==> src/rtl/if_id_fetch_stage.sv <==
// Instruction-fetch stage with the IF/ID pipeline register.
// Owns the PC, runs the instruction-memory busywait handshake, absorbs
// hazard stalls and EX-stage redirects, and hands decode a registered
// instruction with its PC and PC+4. Bubbles are the canonical NOP.
module if_id_fetch_stage #(
    parameter logic [31:0] RESET_PC  = 32'h00000000,
    parameter logic [31:0] NOP_INSTR = 32'h00000013
) (
    input  logic        CLK,
    input  logic        RESET,
    output logic [31:0] imem_addr,
    output logic        imem_read,
    input  logic [31:0] imem_readdata,
    input  logic        imem_busywait,
    input  logic        stall,
    input  logic        branch_taken,
    input  logic [31:0] branch_target,
    output logic [31:0] if_id_instruction,
    output logic [31:0] if_id_pc,
    output logic [31:0] if_id_pc4,
    output logic        if_id_valid,
    output logic [31:0] fetch_count
);

    localparam logic [1:0] ST_IDLE  = 2'd0;
    localparam logic [1:0] ST_FETCH = 2'd1;
    localparam logic [1:0] ST_DRAIN = 2'd2;

    logic [1:0]  state_reg, state_next;
    logic [31:0] pc_reg, pc_next;
    logic [31:0] target_reg, target_next;
    logic [31:0] instr_reg, instr_next;
    logic [31:0] id_pc_reg, id_pc_next;
    logic [31:0] id_pc4_reg, id_pc4_next;
    logic        valid_reg, valid_next;
    logic [31:0] count_reg, count_next;
    logic [31:0] pc_plus4;

    assign pc_plus4 = pc_reg + 32'd4;

    // Next-state, PC and IF/ID selection; priority is redirect > stall > fetch.
    always_comb begin
        state_next  = state_reg;
        pc_next     = pc_reg;
        target_next = target_reg;
        instr_next  = instr_reg;
        id_pc_next  = id_pc_reg;
        id_pc4_next = id_pc4_reg;
        valid_next  = valid_reg;
        count_next  = count_reg;
        case (state_reg)
            ST_IDLE: begin
                // First cycle out of reset: no request yet, IF/ID stays a bubble.
                instr_next = NOP_INSTR;
                valid_next = 1'b0;
                state_next = ST_FETCH;
            end
            ST_FETCH: begin
                if (branch_taken) begin
                    instr_next = NOP_INSTR;
                    valid_next = 1'b0;
                    if (!imem_busywait) begin
                        // Wrong-path word is dropped; redirect right away.
                        pc_next = branch_target;
                    end else begin
                        // Address must stay put until memory finishes, so park the target.
                        target_next = branch_target;
                        state_next  = ST_DRAIN;
                    end
                end else if (stall) begin
                    // Hold everything; any returned word will be fetched again.
                    pc_next = pc_reg;
                end else if (imem_busywait) begin
                    instr_next = NOP_INSTR;
                    valid_next = 1'b0;
                end else begin
                    instr_next  = imem_readdata;
                    id_pc_next  = pc_reg;
                    id_pc4_next = pc_plus4;
                    valid_next  = 1'b1;
                    pc_next     = pc_plus4;
                    count_next  = count_reg + 32'd1;
                end
            end
            ST_DRAIN: begin
                instr_next = NOP_INSTR;
                valid_next = 1'b0;
                if (branch_taken) begin
                    target_next = branch_target;
                end
                if (!imem_busywait) begin
                    // The newest redirect wins, even if it arrives this very cycle.
                    pc_next    = branch_taken ? branch_target : target_reg;
                    state_next = ST_FETCH;
                end
            end
            default: begin
                state_next = ST_IDLE;
            end
        endcase
    end

    // State and pipeline-register update with synchronous reset.
    always_ff @(posedge CLK) begin
        if (RESET) begin
            state_reg  <= ST_IDLE;
            pc_reg     <= RESET_PC;
            target_reg <= 32'd0;
            instr_reg  <= NOP_INSTR;
            id_pc_reg  <= 32'd0;
            id_pc4_reg <= 32'd0;
            valid_reg  <= 1'b0;
            count_reg  <= 32'd0;
        end else begin
            state_reg  <= state_next;
            pc_reg     <= pc_next;
            target_reg <= target_next;
            instr_reg  <= instr_next;
            id_pc_reg  <= id_pc_next;
            id_pc4_reg <= id_pc4_next;
            valid_reg  <= valid_next;
            count_reg  <= count_next;
        end
    end

    assign imem_addr         = pc_reg;
    assign imem_read         = (state_reg != ST_IDLE);
    assign if_id_instruction = instr_reg;
    assign if_id_pc          = id_pc_reg;
    assign if_id_pc4         = id_pc4_reg;
    assign if_id_valid       = valid_reg;
    assign fetch_count       = count_reg;

endmodule

==> config.mk <==
export PLATFORM = sky130hd
export DESIGN_NAME = if_id_fetch_stage
export DESIGN_NICKNAME = d
export VERILOG_FILES = /design/src/rtl/if_id_fetch_stage.sv
export SDC_FILE = /design/constraint.sdc
export NUM_CORES = 1
export LEC_CHECK = 0
export CAP_MARGIN = 25
export CORE_UTILIZATION = 52
export DETAILED_ROUTE_END_ITERATION = 8
export PLACE_DENSITY_LB_ADDON = 0.25
export SLEW_MARGIN = 20
export SYNTH_ARGS = -nofsm -noshare
export SYNTH_HDL_FRONTEND = slang
export SYNTH_SLANG_ARGS = --single-unit
export TNS_END_PERCENT = 10
==> constraint.sdc <==
create_clock -name CLK -period 5.1 [get_ports CLK]
set_input_delay 1.275 -clock CLK [delete_from_list [all_inputs] [get_ports CLK]]
set_output_delay 1.275 -clock CLK [all_outputs]
set_load 0.05 [all_outputs]
======== Yosys cells after proc, flatten, opt, wreduce, memory -nomap -nowiden ========
Index checks and enable logic that the tools add are counted.
Widths: inputs -> output; s select.
storage, ports and cells
  flip-flop bits (word level) ............. 195
  input port bits ......................... 69
  output and inout bits ................... 162
  word-level logic and storage cells ...... 53
operators by class
  add/sub/neg operators ................... 2
  eq/ne operators ......................... 8
  muxes and demuxes ....................... 22
  bitwise gates (word level) .............. 3
  reduce and logical (&&, ||, !) cells .... 10
operators by type and width
  cell                   number
  $mux 32                11
  $pmux 32 s2            3
  $add 32x1->32 const B  1
  $add 32x3->32 const B  1
  $ne 3x3->1 const B     3
  $mux 2                 3
  $ne 2x2->1 const B     3
  $pmux 2 s3             1
  $reduce_and 3->1       2
  $reduce_bool 2->1      3
  $reduce_and 5->1       1
  $reduce_and 4->1       1
  $mux 1                 3
  $not 1->1              3
  $eq 2x1->1 const B     1
  $eq 2x2->1 const B     1
  $logic_not 2->1        1
  $pmux 1 s2             1
  $reduce_and 2->1       1
  $reduce_or 2->1        1

======== Longest topological paths before layout ========
Gate-level depths: netlist (run 1).
  word-level depth ........................ 5
  mapped depth ............................ 9

======== Worst setup path after synthesis (run 1) ========
Ideal clock, no wire load.
  path type ............................... input-to-reg
  start ................................... input imem_busywait
  end ..................................... register count_reg[11], in the netlist fetch_count[11]
  arrival ................................. 2842 ps
  slack ................................... 2130 ps
  cell stages on the path ................. 7
  cells stage by stage .................... buf_6 > or4b_1 > or2_1 > buf_2 > or4_4 > xor2_1 > nor2_1
between the ends
  cells in the longest elaborated chain, start to end .. 2
RTL lines
  what                        RTL line  source
  from (decl)                 14        input logic imem_busywait,
  $not 1->1 (no line)         n/a
  $reduce_and 4->1 (no line)  n/a
  to (signal assigned)        122       count_reg <= count_next;
  to (decl)                   36        logic [31:0] count_reg, count_next;
No other way between the ends.
A chain may end at the register's enable or synchronous reset.

======== Worst setup path in the final report (run 1) ========
Ends and elaborated chain as after synthesis.

==> results of run 1 <==
-- stage by stage --
stage	instances	hold slack [ns]	total power, uW
floorplan	1062	0.432	2070
global placement	1432	0.437	2300
detailed placement	1433	0.442	2310
CTS	1465	0.452	3640
global route	1466	0.463	3760
finish	1466	0.452	3640
-- per-layer routing --
layer / track usage, % / routed length [um] / up-vias
li1: - / - / 4058
met2: 44.2 / 11200 / 381
met4: 12.0 / 754 / 0
met1: 39.0 / 10500 / 3840
met3: 5.78 / 2090 / 60
met5: 0 / 0 / -
-- final timing paths --
kind	start	to	depth (start not counted)
max	imem_busywait	fetch_count[11]	7
min	target_reg[31]	target_reg[31]	2
max reg2reg	imem_addr[2]	imem_addr[22]	6
min reg2reg	target_reg[31]	target_reg[31]	2
-- worst register-to-register path: cells and delay by family, from the launching register on --
family	cells	cell delay, ns
and+or+nand+nor	3	1.15
adders and majority gates	1	0.31
AOI/OAI and AO/OA	2	0.63
DFF	1	0.64
-- cell type report --
class,instances,area share [%]
clock inverters,12,1.15
well taps,216,2.36
inverters,17,0.557
clock buffers,20,4.07
repair buffers,244,21.2
flip-flops and latches,193,33.7
multi-input cells,764,36.9
-- logic make-up (layout without fill, tap and decap cells) --
| logic type | count (synthesis) | in the layout | synth area share (%) |
|---|---|---|---|
| fa+ha+maj | 6 | 6 | 0.883 |
| compound gates | 280 | 280 | 19.6 |
| buf+inv | 105 | 293 | 5.05 |
| xor+xnor | 55 | 55 | 5.67 |
| simple gates | 419 | 419 | 22.8 |
| mux | 4 | 4 | 0.486 |
| flops | 193 | 193 | 45.4 |
-- power groups by stage --
stage / Clock [uW] / Combinational, uW / Sequential (uW)
after floorplan: 0 / 263 / 1800
after global placement: 0 / 612 / 1690
after detailed placement: 0 / 624 / 1690
after CTS: 1360 / 628 / 1650
after global routing: 1420 / 672 / 1660
final: 1340 / 634 / 1660
-- layout by cell type, fill, tap and decap left out, types with 4 or more instances in the layout --
cell type / n
o211ai_1: 6
clkbuf_16: 17
nor4_1: 13
clkinv_2: 4
xnor2_1: 35
nor3_1: 14
dfxtp_1: 193
a21oi_1: 127
nand3_1: 32
buf_4: 13
clkdlybuf4s50_1: 229
or3_1: 7
and3_1: 13
and2_1: 5
and4_1: 7
xor2_1: 20
a22oi_1: 29
a21o_1: 7
a211oi_1: 14
o21ai_0: 54
nand4_1: 16
inv_1: 17
a31oi_1: 10
nand2_1: 191
nor2_1: 99
a221oi_1: 4
o32ai_1: 6
ha_1: 6
==> impl_metrics.toml, run 1 <==
[pwr]
sw_frac_of_total_pct = 29.7
cellInternalPower_uw = 2560
seqPwrFrac_pct = 45.6
power_density_nw_per_um2 = 317
switchingPower_uw = 1080
share_comb_of_total_power_pct = 17.4
max-vdd-ir-drop_mv = 0.246
leakage_uw = 0.00384
clockPowerShare_pct = 37.0

[setup_path]
critPathLaunchType = "input port"
end_kind = "flop"
r2r_setup_slack_ns = 2.28
critPathArrivalTime_ns = 3.77
crit_chain = "clkdlybuf4s50_1, or4b_1, buf_4, or2_1, or4_4, xor2_1, nor2_1"
cp_max_fo = 38
max_stage_delay_ns = 0.61
crit_family = "simple AND/OR/NAND/NOR gates"
crit_slowest_cell = "or4b_1"
critPathKind = "in -> reg"
crit_buf_inv = 2
worst_ep_required_time_ns = 5.40

[placement]
placed_area_um2 = 10800
io_buffers = 230
place_ws_ns = 1.09
dp_hpwl_um = 16900
place_congestion = 0.843

[finish]
seq_area_um2 = 3860
layout.nets = 1312
insertedDiodeCount = 0
nFillCells = 1264
fin_util_pct = 71.9
drive_above_1_share_pct = 4.88
multi_input_area_um2 = 4230
areaGrowthSynthToFinish_pct = 34.8
final_area_um2 = 11500

[detailed_routing]
drt-initial-drc-count = 958
antenna_left = 0
firstDrtPassIters = 5
drcViolationCount = 0
routed_wl_um = 24500
via_per_inst = 5.69
via_count = 8339
wl_per_cell_um = 16.7

[cts]
clk_path_buf_depth = 2
ctsResizeCount = 0
cts-htree-levels = 4
hold_buffers = 0
clkLatencyLatePin_ns = 0.43
clkSinkCount = 193
cts_tree = "built"
clock-root-buffer = "clkbuf_16"
post_cts_buffers = 0
path_clk_slew_ns = 0.07
cts_made_buffers = 17

[die]
die_h_um = 130
initial_core_util_pct = 53.3
dieArea_um2 = 16900
io_pins = 231
die_w_um = 130
rows = 46
core_um2 = 15900

[synth]
async_reset_ff_share_pct = 0
synth_edf_count = 0
syn_nets = 1137
synth_warnings = 0
synthCells = 1062
synthFlopType = "dfxtp_1"
synth.top_cell.area_share_pct = 45.4
ys_ff_latch = 193
synth_cell_type_count = 58
syn_area_per_cell_um2 = 8.01
netlist_area_um2 = 8500
synth_seq_area_share_pct = 45.4
synth.most_common_cell = "dfxtp_1"
synth_common_cells = "dfxtp_1 (193), nand2_1 (191), a21oi_1 (127)"
synth_area_leader_cell = "dfxtp_1"
synth_area_leaders = "dfxtp_1 (45%), nand2_1 (8.4%), a21oi_1 (7.5%), nor2_1 (4.4%), xnor2_1 (3.6%)"

[worst_hold_path]
worstHoldPathType = "reg -> reg"

[timing]
setup_viol = 0
skew_ns = 0.00892
tns_ns = 0
period_needed_ns = 3.47
final-max-slew-violation-count = 0
fmax_mhz = 288
finalHoldViolations = 0
max_slew_margin_pct = 36.6
worst_pin_slew_ns = 0.948
final.period_utilization_pct = 68.1
grt_setup_unrepaired = "no"
finalWorstSetupSlack_ns = 1.63

[job]
cap_violations = 0

[grt]
grt_pass1_wl_um = 37700
track_usage_pct = 28.6
grt_start_max_net_pins = 88
antenna_found_initial = 0
grt_pass1_vias = 7347
grt_overflow = 0

[outcome]
outcome = "complete, no violations"
Power figures use the tool's default switching activity.
==> inputs of run 2 (changes only) <==
--- a/config.mk
+++ b/config.mk
@@ -6,7 +6,7 @@
 export NUM_CORES = 1
 export LEC_CHECK = 0
 export CAP_MARGIN = 25
-export CORE_UTILIZATION = 52
+export CORE_UTILIZATION = 44
 export DETAILED_ROUTE_END_ITERATION = 8
 export PLACE_DENSITY_LB_ADDON = 0.25
 export SLEW_MARGIN = 20
==> constraint.sdc (replaced) <==
create_clock -name CLK -period 3.1 [get_ports CLK]
set_input_delay 0.775 -clock CLK [delete_from_list [all_inputs] [get_ports CLK]]
set_output_delay 0.775 -clock CLK [all_outputs]
set_load 0.05 [all_outputs]
==> run 2 against run 1 <==
Against the previous run:
- combinational power rose by 72%
- die area rose by 18%
- non-clock buffer count rose by 13
- critical path type is now reg -> out
- critical endpoint is now imem_read
==> impl_metrics.toml, run 2 (synthesis results as in run 1) <==
[timing]
final-max-slew-violation-count = 0
grt_setup_unrepaired = "no"
setup_viol = 0
holdWs_ns = 0.453
skew_ns = 0.0101
worst_pin_slew_ns = 0.899
finalHoldViolations = 0
fmax_mhz = 357
tns_ns = 0
final.period_utilization_pct = 90.4
max_slew_margin_pct = 39.9
period_needed_ns = 2.80

[detailed_routing]
via_count = 8283
drcViolationCount = 0
via_per_inst = 5.44
firstDrtPassIters = 5
drt-initial-drc-count = 642
wl_per_cell_um = 16.3
antenna_left = 0
routed_wl_um = 24900

[worst_hold_path]
whs_path_depth = 2
worstHoldStart = "target_reg[23]"
worstHoldPathType = "reg -> reg"
whs_endpoint = "target_reg[23]"

[die]
initial_core_util_pct = 45.1
io_pins = 231
die_w_um = 141
rows = 50
core_um2 = 18800
die_h_um = 141
dieArea_um2 = 19900

[setup_path]
end_kind = "output pin"
crit_slowest_cell = "clkdlybuf4s50_1"
cp_max_fo = 4
crit_path_frequent_cell = "inv_1"
r2r_end = "fetch_count[21]"
critPathKind = "reg -> out"
r2r_start = "state_reg[1]"
r2r_cells = 8
crit_chain = "inv_1, ha_1, inv_1, clkdlybuf4s50_1"
worst_ep_required_time_ns = 2.32
cp.depth = 4
crit_buf_inv = 3
r2r_setup_slack_ns = 0.58
critPathLaunchType = "flop"
crit_family = "buffers and inverters"
max_stage_delay_ns = 0.80
critPathArrivalTime_ns = 2.03

[grt]
grt_pass1_wl_um = 38900
grt_overflow = 0
track_usage_pct = 24.7
antenna_found_initial = 0
grt_pass1_vias = 7159
grt_start_max_net_pins = 170

[cts]
clk_path_buf_depth = 2
ctsResizeCount = 0
clkLatencyLatePin_ns = 0.44
clock-root-buffer = "clkbuf_16"
clkSinkCount = 193
cts_tree = "built"
cts-htree-levels = 4
cts_made_buffers = 17
hold_buffers = 0
post_cts_buffers = 0
path_clk_slew_ns = 0.07

[placement]
io_buffers = 230
dp_hpwl_um = 17000
place_congestion = 0.850

[finish]
layout.nets = 1325
drive_above_1_share_pct = 5.78
final_cell_mix = "clkdlybuf4s50_1 (229), dfxtp_1 (193), nand2_1 (191), a21oi_1 (127), nor2_1 (99)"
seq_area_um2 = 3860
multi_input_area_um2 = 4230
areaGrowthSynthToFinish_pct = 37.5
insertedDiodeCount = 0
nFillCells = 1632
final_common_cell = "clkdlybuf4s50_1"

[pwr]
power_density_nw_per_um2 = 524
max-vdd-ir-drop_mv = 0.457
leakage_uw = 0.00393

[job]
cap_violations = 0

[outcome]
outcome = "complete, no violations"
run 2: how the worst max path moves through the flow:
stage          slack [ns]         start         endpoint
6_report             0.30  state_reg[0]        imem_read
3_5_place_dp         0.04  branch_taken  fetch_count[21]
2_1_floorplan        0.49  imem_addr[2]    imem_addr[26]
4_1_cts              0.28  state_reg[0]        imem_read
5_1_grt              0.19  state_reg[0]        imem_read
3_3_place_gp         0.05  branch_taken  fetch_count[21]
run 2: tightest hold or removal path, cell delays in order (launching register included):
cell	delay, ns
dfxtp_1	0.31
nand2_1	0.05
a21oi_1	0.05
run 2: power by group:
part | switching, uW | internal (uW) | total [uW] | leakage (uW)
logic | 690 | 404 | 1090 | 0.00207
registers | 136 | 2580 | 2710 | 0.00156
clock network | 1010 | 1310 | 2320 | 0.000297
run 2: metal layers:
layer | track usage, % | part of all wire [%] | up-vias
met2 | 36.7 | 45 | 331
met3 | 5.20 | 6.6 | 34
met4 | 7.44 | 2.1 | 0
li1 | - | - | 4086
met1 | 35.7 | 47 | 3832
met5 | 0 | 0 | -
run 2: area by class of cell:
cell class	instances	area share, %
Multi-Input combinational cell	764	36.2
Sequential cell	193	33.1
Timing Repair Buffer	257	22.2
Clock buffer	19	3.79
Tap cell	260	2.78
Clock inverter	13	1.49
Inverter	17	0.546
run 2: per-stage QoR:
stage	util, %	setup slack [ns]	power (uW)	cells	area [um^2]
after global placement	58.8	0.0545	3840	1491	11100
after global routing	62.1	0.187	6350	1523	11700
after floorplan	-	0.493	3400	1062	8500
final	62.1	0.296	6130	1523	11700
after detailed placement	58.8	0.0384	3850	1491	11100
after CTS	62.1	0.278	6150	1523	11700
